File: src/rtl/johnson_decoder.sv
// Johnson code decoder with sequence-lock FSM and registered status pulses.
// Optional saturating error counter is built when JOHNSON_DEC_ERR_CNT_EN is defined.
module johnson_decoder #(
    parameter int unsigned N        = 4,
    parameter int unsigned LOCK_CNT = 3
) (
    input  logic                    clk,
    input  logic                    rst,
    input  logic                    in_valid,
    input  logic [N-1:0]            johnson_in,
    output logic [$clog2(2*N)-1:0]  index,
    output logic                    index_valid,
    output logic                    illegal,
    output logic                    seq_err,
    output logic                    locked,
    output logic [7:0]              err_count
);

    localparam int unsigned IW = $clog2(2*N);
    localparam int unsigned PW = IW + 1;
    localparam logic [IW-1:0] LAST_IDX = IW'(2*N - 1);

    typedef enum logic {HUNT, LOCKED} state_t;

    state_t          state;
    logic [3:0]      run;
    logic            have_ref;
    logic [IW-1:0]   dec_idx;
    logic [IW-1:0]   next_idx;
    logic            legal;
    logic            succ;
    logic [3:0]      run_inc;

    function automatic logic [IW-1:0] decode(input logic [N-1:0] w);
        logic [PW-1:0] pop;
        pop = '0;
        for (int unsigned i = 0; i < N; i++) pop = pop + PW'(w[i]);
        if (w[N-1]) decode = IW'(PW'(2*N) - pop);
        else        decode = IW'(pop);
    endfunction

    // Bit i is set for states 0..N when i < k, and for states N+1..2N-1 when i >= k-N.
    function automatic logic [N-1:0] encode(input logic [IW-1:0] k);
        int unsigned ki;
        ki = 32'(k);
        for (int unsigned i = 0; i < N; i++) begin
            if (ki <= N) encode[i] = (i < ki);
            else         encode[i] = (i >= ki - N);
        end
    endfunction

    always_comb begin
        dec_idx  = decode(johnson_in);
        legal    = (encode(dec_idx) == johnson_in);
        next_idx = (index == LAST_IDX) ? '0 : index + 1'b1;
        succ     = have_ref && (dec_idx == next_idx);
        run_inc  = run + 4'd1;
    end

    always_ff @(posedge clk or negedge rst) begin
        if (!rst) begin
            state       <= HUNT;
            run         <= '0;
            have_ref    <= 1'b0;
            index       <= '0;
            index_valid <= 1'b0;
            illegal     <= 1'b0;
            seq_err     <= 1'b0;
        end else begin
            index_valid <= 1'b0;
            illegal     <= 1'b0;
            seq_err     <= 1'b0;
            if (in_valid) begin
                if (!legal) begin
                    illegal  <= 1'b1;
                    state    <= HUNT;
                    run      <= '0;
                    have_ref <= 1'b0;
                end else begin
                    index       <= dec_idx;
                    index_valid <= 1'b1;
                    have_ref    <= 1'b1;
                    if (state == LOCKED) begin
                        if (!succ) begin
                            seq_err <= 1'b1;
                            state   <= HUNT;
                            run     <= '0;
                        end
                    end else if (succ) begin
                        run <= run_inc;
                        if (run_inc >= 4'(LOCK_CNT)) state <= LOCKED;
                    end else begin
                        run <= '0;
                    end
                end
            end
        end
    end

    assign locked = (state == LOCKED);

`ifdef JOHNSON_DEC_ERR_CNT_EN
    logic err_event;
    assign err_event = in_valid && (!legal || (state == LOCKED && !succ));

    always_ff @(posedge clk or negedge rst) begin
        if (!rst)                               err_count <= '0;
        else if (err_event && err_count != '1)  err_count <= err_count + 8'd1;
    end
`else
    assign err_count = '0;
`endif

endmodule

File: config.mk
export PLATFORM = sky130hd
export DESIGN_NAME = johnson_decoder
export DESIGN_NICKNAME = d
export VERILOG_FILES = /design/src/rtl/johnson_decoder.sv
export SDC_FILE = /design/constraint.sdc
export NUM_CORES = 1
export LEC_CHECK = 0
export BUFFER_PORTS_ARGS = -buffer_cell sky130_fd_sc_hd__buf_2
export CORE_MARGIN = 5
export CORE_UTILIZATION = 45
export CTS_BUF_LIST = sky130_fd_sc_hd__clkbuf_8
export DETAILED_ROUTE_END_ITERATION = 10
export GPL_ROUTABILITY_DRIVEN = 0
export PLACE_DENSITY = 0.7
export SYNTH_ARGS = -nofsm -noshare
export SYNTH_HDL_FRONTEND = slang
export SYNTH_SLANG_ARGS = --single-unit
File: constraint.sdc
create_clock -name clk -period 1.9 [get_ports clk]
set_input_delay 0.38 -clock clk [delete_from_list [all_inputs] [get_ports clk]]
set_output_delay 0.38 -clock clk [all_outputs]
set_load 0.02 [all_outputs]
**Yosys cells after proc, flatten, opt, wreduce, memory -nomap -nowiden**

Index checks and enable logic that the tools add are counted.
Widths: inputs -> output; s select.

- Bits in registers: 12
- Input bits: 7

- Add/sub/neg operators: 7
- $lt $le $gt $ge: 10
- Equality and inequality tests: 4
- Multiplexer cells: 23
- Reductions and logical operators: 3

Operator list:

| cell | number |
|---|---|
| $ge 1x32->1 const A | 2 |
| $ge 2x32->1 const A | 2 |
| $mux 1 | 17 |
| $mux 4 | 4 |
| $lt 1x3->1 const A | 2 |
| $lt 2x3->1 const A | 2 |
| $mux 3 | 2 |
| $add 4x1->4 const B | 1 |
| $eq 4x4->1 | 1 |
| $ge 4x2->1 const B | 1 |
| $reduce_and 2->1 | 2 |
| $sub 3x3->4 const B | 1 |
| $add 2x1->3 | 1 |
| $add 3x1->3 | 1 |
| $add 3x1->3 const B | 1 |
| $eq 3x3->1 | 1 |
| $eq 3x3->1 const B | 1 |
| $le 3x3->1 const B | 1 |
| $ne 3x3->1 const B | 1 |
| $sub 1x3->3 const A | 1 |
| $add 1x1->2 | 1 |
| $logic_and 1x1->1 | 1 |

**Depth between registers and ports, before layout**

- Depth in word-level cells: 11
- Mapped depth: 9

**Least setup slack after synthesis**

OpenSTA, ideal clock, no wires.

- Path type: input -> register
- Start: input port johnson_in[0]
- End: register run[0]
- Setup time: 101 ps
- Data arrival time: 2592 ps
- Data required time: 1799 ps
- Setup slack: -793 ps
- Cell stages on the path: 8
- Buffers on the path: 0
- Path through: fa_1 -> ha_1 -> ha_1 -> xor2_1 -> or3_4 -> a211oi_4 -> o211ai_4 -> o311ai_2

- Longest elaborated chain between the ends: 11

RTL lines:

| item | line | source |
|---|---|---|
| start: declaration | 10 | `input logic [N-1:0] johnson_in,` |
| $add 1x1->2 | 37 | `for (int unsigned i = 0; i < N; i++) pop = pop + PW'(w[i]);` |
| $add 2x1->3 | 37 |  |
| $add 3x1->3 | 37 |  |
| $sub 1x3->3 | 38 | `if (w[N-1]) decode = IW'(PW'(2*N) - pop);` |
| $mux 3 | 38 |  |
| $sub 3x3->4 | 48 | `else encode[i] = (i >= ki - N);` |
| $ge 1x32->1 or $ge 2x32->1 (tied branches) | 48 |  |
| $mux 1 | 47 | `if (ki <= N) encode[i] = (i < ki);` |
| $eq 4x4->1 | 54 | `legal = (encode(dec_idx) == johnson_in);` |
| $ne 3x3->1 (no source line) | n/a |  |
| $reduce_and 2->1 (no source line) | n/a |  |
| end signal: assignment | 90 | `run <= run_inc;` |
| end: declaration | 26 | `logic [3:0] run;` |

Parallel ways exist; a longest one is shown, timed or not.
A chain may end at the register's enable or synchronous reset.

**Worst setup path in the final report**

Same ends and word-level chain as after synthesis.

==> results.md <==
- Status: complete, but fails checks
- Violated checks: negative setup slack
- CP peak stage delay: roughly 0.54 ns
- Tcrit/Tclk final: 130.5%
- Worst-path clk slew: approximately 0.05 ns
- Layout Utilization: 65.04%
- Routed Antenna Nets: 0
- TritonCTS buffer count: 3
- GRT overflow: 0
- Port Buffer Count: 13
- Die height: between 50 and 60 µm
- Crit. End Element: flip-flop
- Clk_skew: 0.003657 ns
- Synthesized area: approximately 0.0011 mm²
- Sum of negative setup slack: -6.341 ns
- Total placed cells including tap cells: 160
- Power Total: around 1.4 mW
- Critical Path Start Type: input port
- WS Path Type: input port to flip-flop
- Dpl ws: -0.9312 ns
- Critical Path RT: around 2.1 ns
- Initial antenna violation count: 0
- Ant diodes: 0
- Post-synthesis sequential area ratio: approximately 28%
- Data arrival, critical path: between 2 and 3 ns
- Yosys warns: 0
- Non-filler instance count after layout: about 170
- Clk_lat worst skew: 0.24 ns
- Drt pass-1 iters: 4
- Worst min path class: input port to asynchronous set/reset pin
- Initial DRC count: 12
- Starting Density: 47.84%
- DP HPWL: ~1700 µm
- Largest fanout on the critical path: 6
- Leakage: approximately 0.65 nW
- Final WS setup: -0.5792 ns
- Drt total wl: ~2300 µm
- Syn Area/Cell: a little over 10 µm²
- Setup violations, final: 12
- Core Rows: 17
- Sink Count: 12
- RSZ-0062 raised after global routing: yes
- Syn Inst Count: about 110
- FMAX: approximately 400 MHz
- Synth cell count leaders: dfrtp_1 (12), inv_1 (9), buf_4 (8)
- Routed via count: 891
- Buffer depth of the longest clock path: 2
- VDD IR max: ~0.00064 V
- Asr flop ratio synth: between 90% and 100%
- TritonCTS clock tree: done
- Final Max Tran Viols: 0
- Buf/Inv on CP: 1
- Most used DFF post-synth: dfrtp_1
- Die Width: roughly 60 µm
- Largest net degree at the start of global routing: 14
- Power Dens Cells: 940.0 mW/mm²
- Per-cell routed wire length: around 14 µm
- Cell taking the most area after synthesis: dfrtp_1
- # Max-Cap Violations: 0
- Count leader, synth: dfrtp_1
- Yosys top cell area share: between 20% and 30%
- Synth cell types: 46
- # hold bufs at CTS: 0
- Synth area leaders: dfrtp_1 (28%), ha_1 (7.0%), buf_4 (5.6%), xnor2_1 (4.1%), o211ai_4 (3.9%)
- Vias per cell: around 5.3
- Final Hold Viols: 0
- Top Family by Delay on Critical Path: adder cells
- Synth Register Bits: 12
- Clk root buf: clkbuf_8
- Die Area: between 0.003 and 0.004 mm²
- Final #Nets: around 160
- Post-synth EDFFs: 0
- Cells along the critical path: buf_6, fa_1, ha_2, ha_4, xor2_2, or3_4, a211oi_4, o211ai_4, o311ai_2
- First-pass GRT wire length: about 4000 µm
- GRT Overall Usage: 15.21%
- Io pins: 22
- Remaining DRCs: 0
- Area Overhead vs Synth: 35.96%
- Slowest CP cell: fa_1
- Number of global-route vias before repair: between 800 and 900
- Min cycle time layout: roughly 2.5 ns
- Core Box Area: approximately 0.0023 mm²
- Layout cell share with drive strength beyond 1: between 40% and 50%
- H-tree depth: 1
## report_power, final
part	switching, mW	internal, mW	total [mW]
registers	0.0260	0.296	0.322
clock network	0.0938	0.183	0.277
logic	0.378	0.402	0.780
total	0.497	0.881	1.38
## cell families (layout without fill, tap and decap cells)
logic type	Yosys count	after routing	synth area share, %
AOI/OAI and AO/OA	31	31	27.38
xor gates and xnor gates	8	8	7.888
adders and majority gates	7	7	8.817
buffers and inverters	23	49	11.95
DFF	12	12	27.84
muxes	3	3	3.712
other	1	8	0.3477
and+or+nand+nor	22	22	12.07
## layout make-up
type / count / area [µm²]
well taps: 28 / 35.03
inverters: 9 / 33.78
repair buffers: 36 / 272.8
flip-flops and latches: 12 / 300.3
multi-input cells: 79 / 769.5
clock buffers: 4 / 55.05
fillers: 211 / 788.3
## metal layers
metal / vias to the layer above / global-route usage, % / share of wire, %
met5: - / 0 / 0
met1: 428 / 18.34 / 43
met3: 6 / 1.096 / 4.4
li1: 433 / - / -
met4: 0 / 9.385 / 2.9
met2: 24 / 26.03 / 50
## worst paths after layout
check / start / to / slack (ns) / cells past startpoint
min in group clk: in_valid / have_ref / 0.49 / 2
worst min register to register: have_ref / have_ref / 0.56 / 2
worst max register to register: index[0] / run[0] / -0.17 / 6
max in group asynchronous: rst / index[1] / 1.68 / 1
worst min-delay path: rst / run[1] / 0.006 / 1
worst max-delay path: johnson_in[0] / run[0] / -0.58 / 9
## cells in the final DEF, fill, tap and decap left out, types with 2 or more instances in the layout
cell type / netlist / layout
conb_1: 1 / 8
ha_1: 6 / 4
nor2_1: 2 / 2
nor3b_1: 2 / 2
inv_1: 9 / 8
mux2_4: 2 / 2
buf_6: 1 / 8
o211ai_1: 2 / 2
xor2_2: 0 / 2
o21ai_0: 5 / 3
buf_4: 8 / 17
o211ai_4: 2 / 2
a21oi_1: 3 / 2
nand2_1: 4 / 4
dfrtp_1: 12 / 12
xnor2_1: 5 / 4
clkbuf_8: 0 / 4
a31oi_1: 3 / 3
nand2b_1: 4 / 4
o2111ai_1: 2 / 2
buf_2: 4 / 11
## timing repair
action,CTS,global route
endpoints found under the setup margin,12,12
pin swaps,13,2
gates resized for setup,20,5
buffers inserted,3,1
## worst register-to-register path: stages, from the launching register on
cell,delay [ns]
dfrtp_1,0.38
ha_1,0.35
xor2_2,0.19
or3_4,0.34
a211oi_4,0.33
o211ai_4,0.16
o311ai_2,0.22
## sequential cells by signal (all words and copies together), names as in the netlist
signal,count
index_valid,1
locked,1
run,4
have_ref,1
illegal,1
index,3
seq_err,1
## per-stage QoR
| step | hold WS (ns) | area (µm²) |
|---|---|---|
| global route | 0.03206 | 1466 |
| floorplan | 0.08441 | 1130 |
| detailed placement | 0.2719 | 1275 |
| global placement | 0.2660 | 1275 |
| finish | 0.006030 | 1466 |
| CTS | 0.01217 | 1430 |
Power figures use the tool's default switching activity.
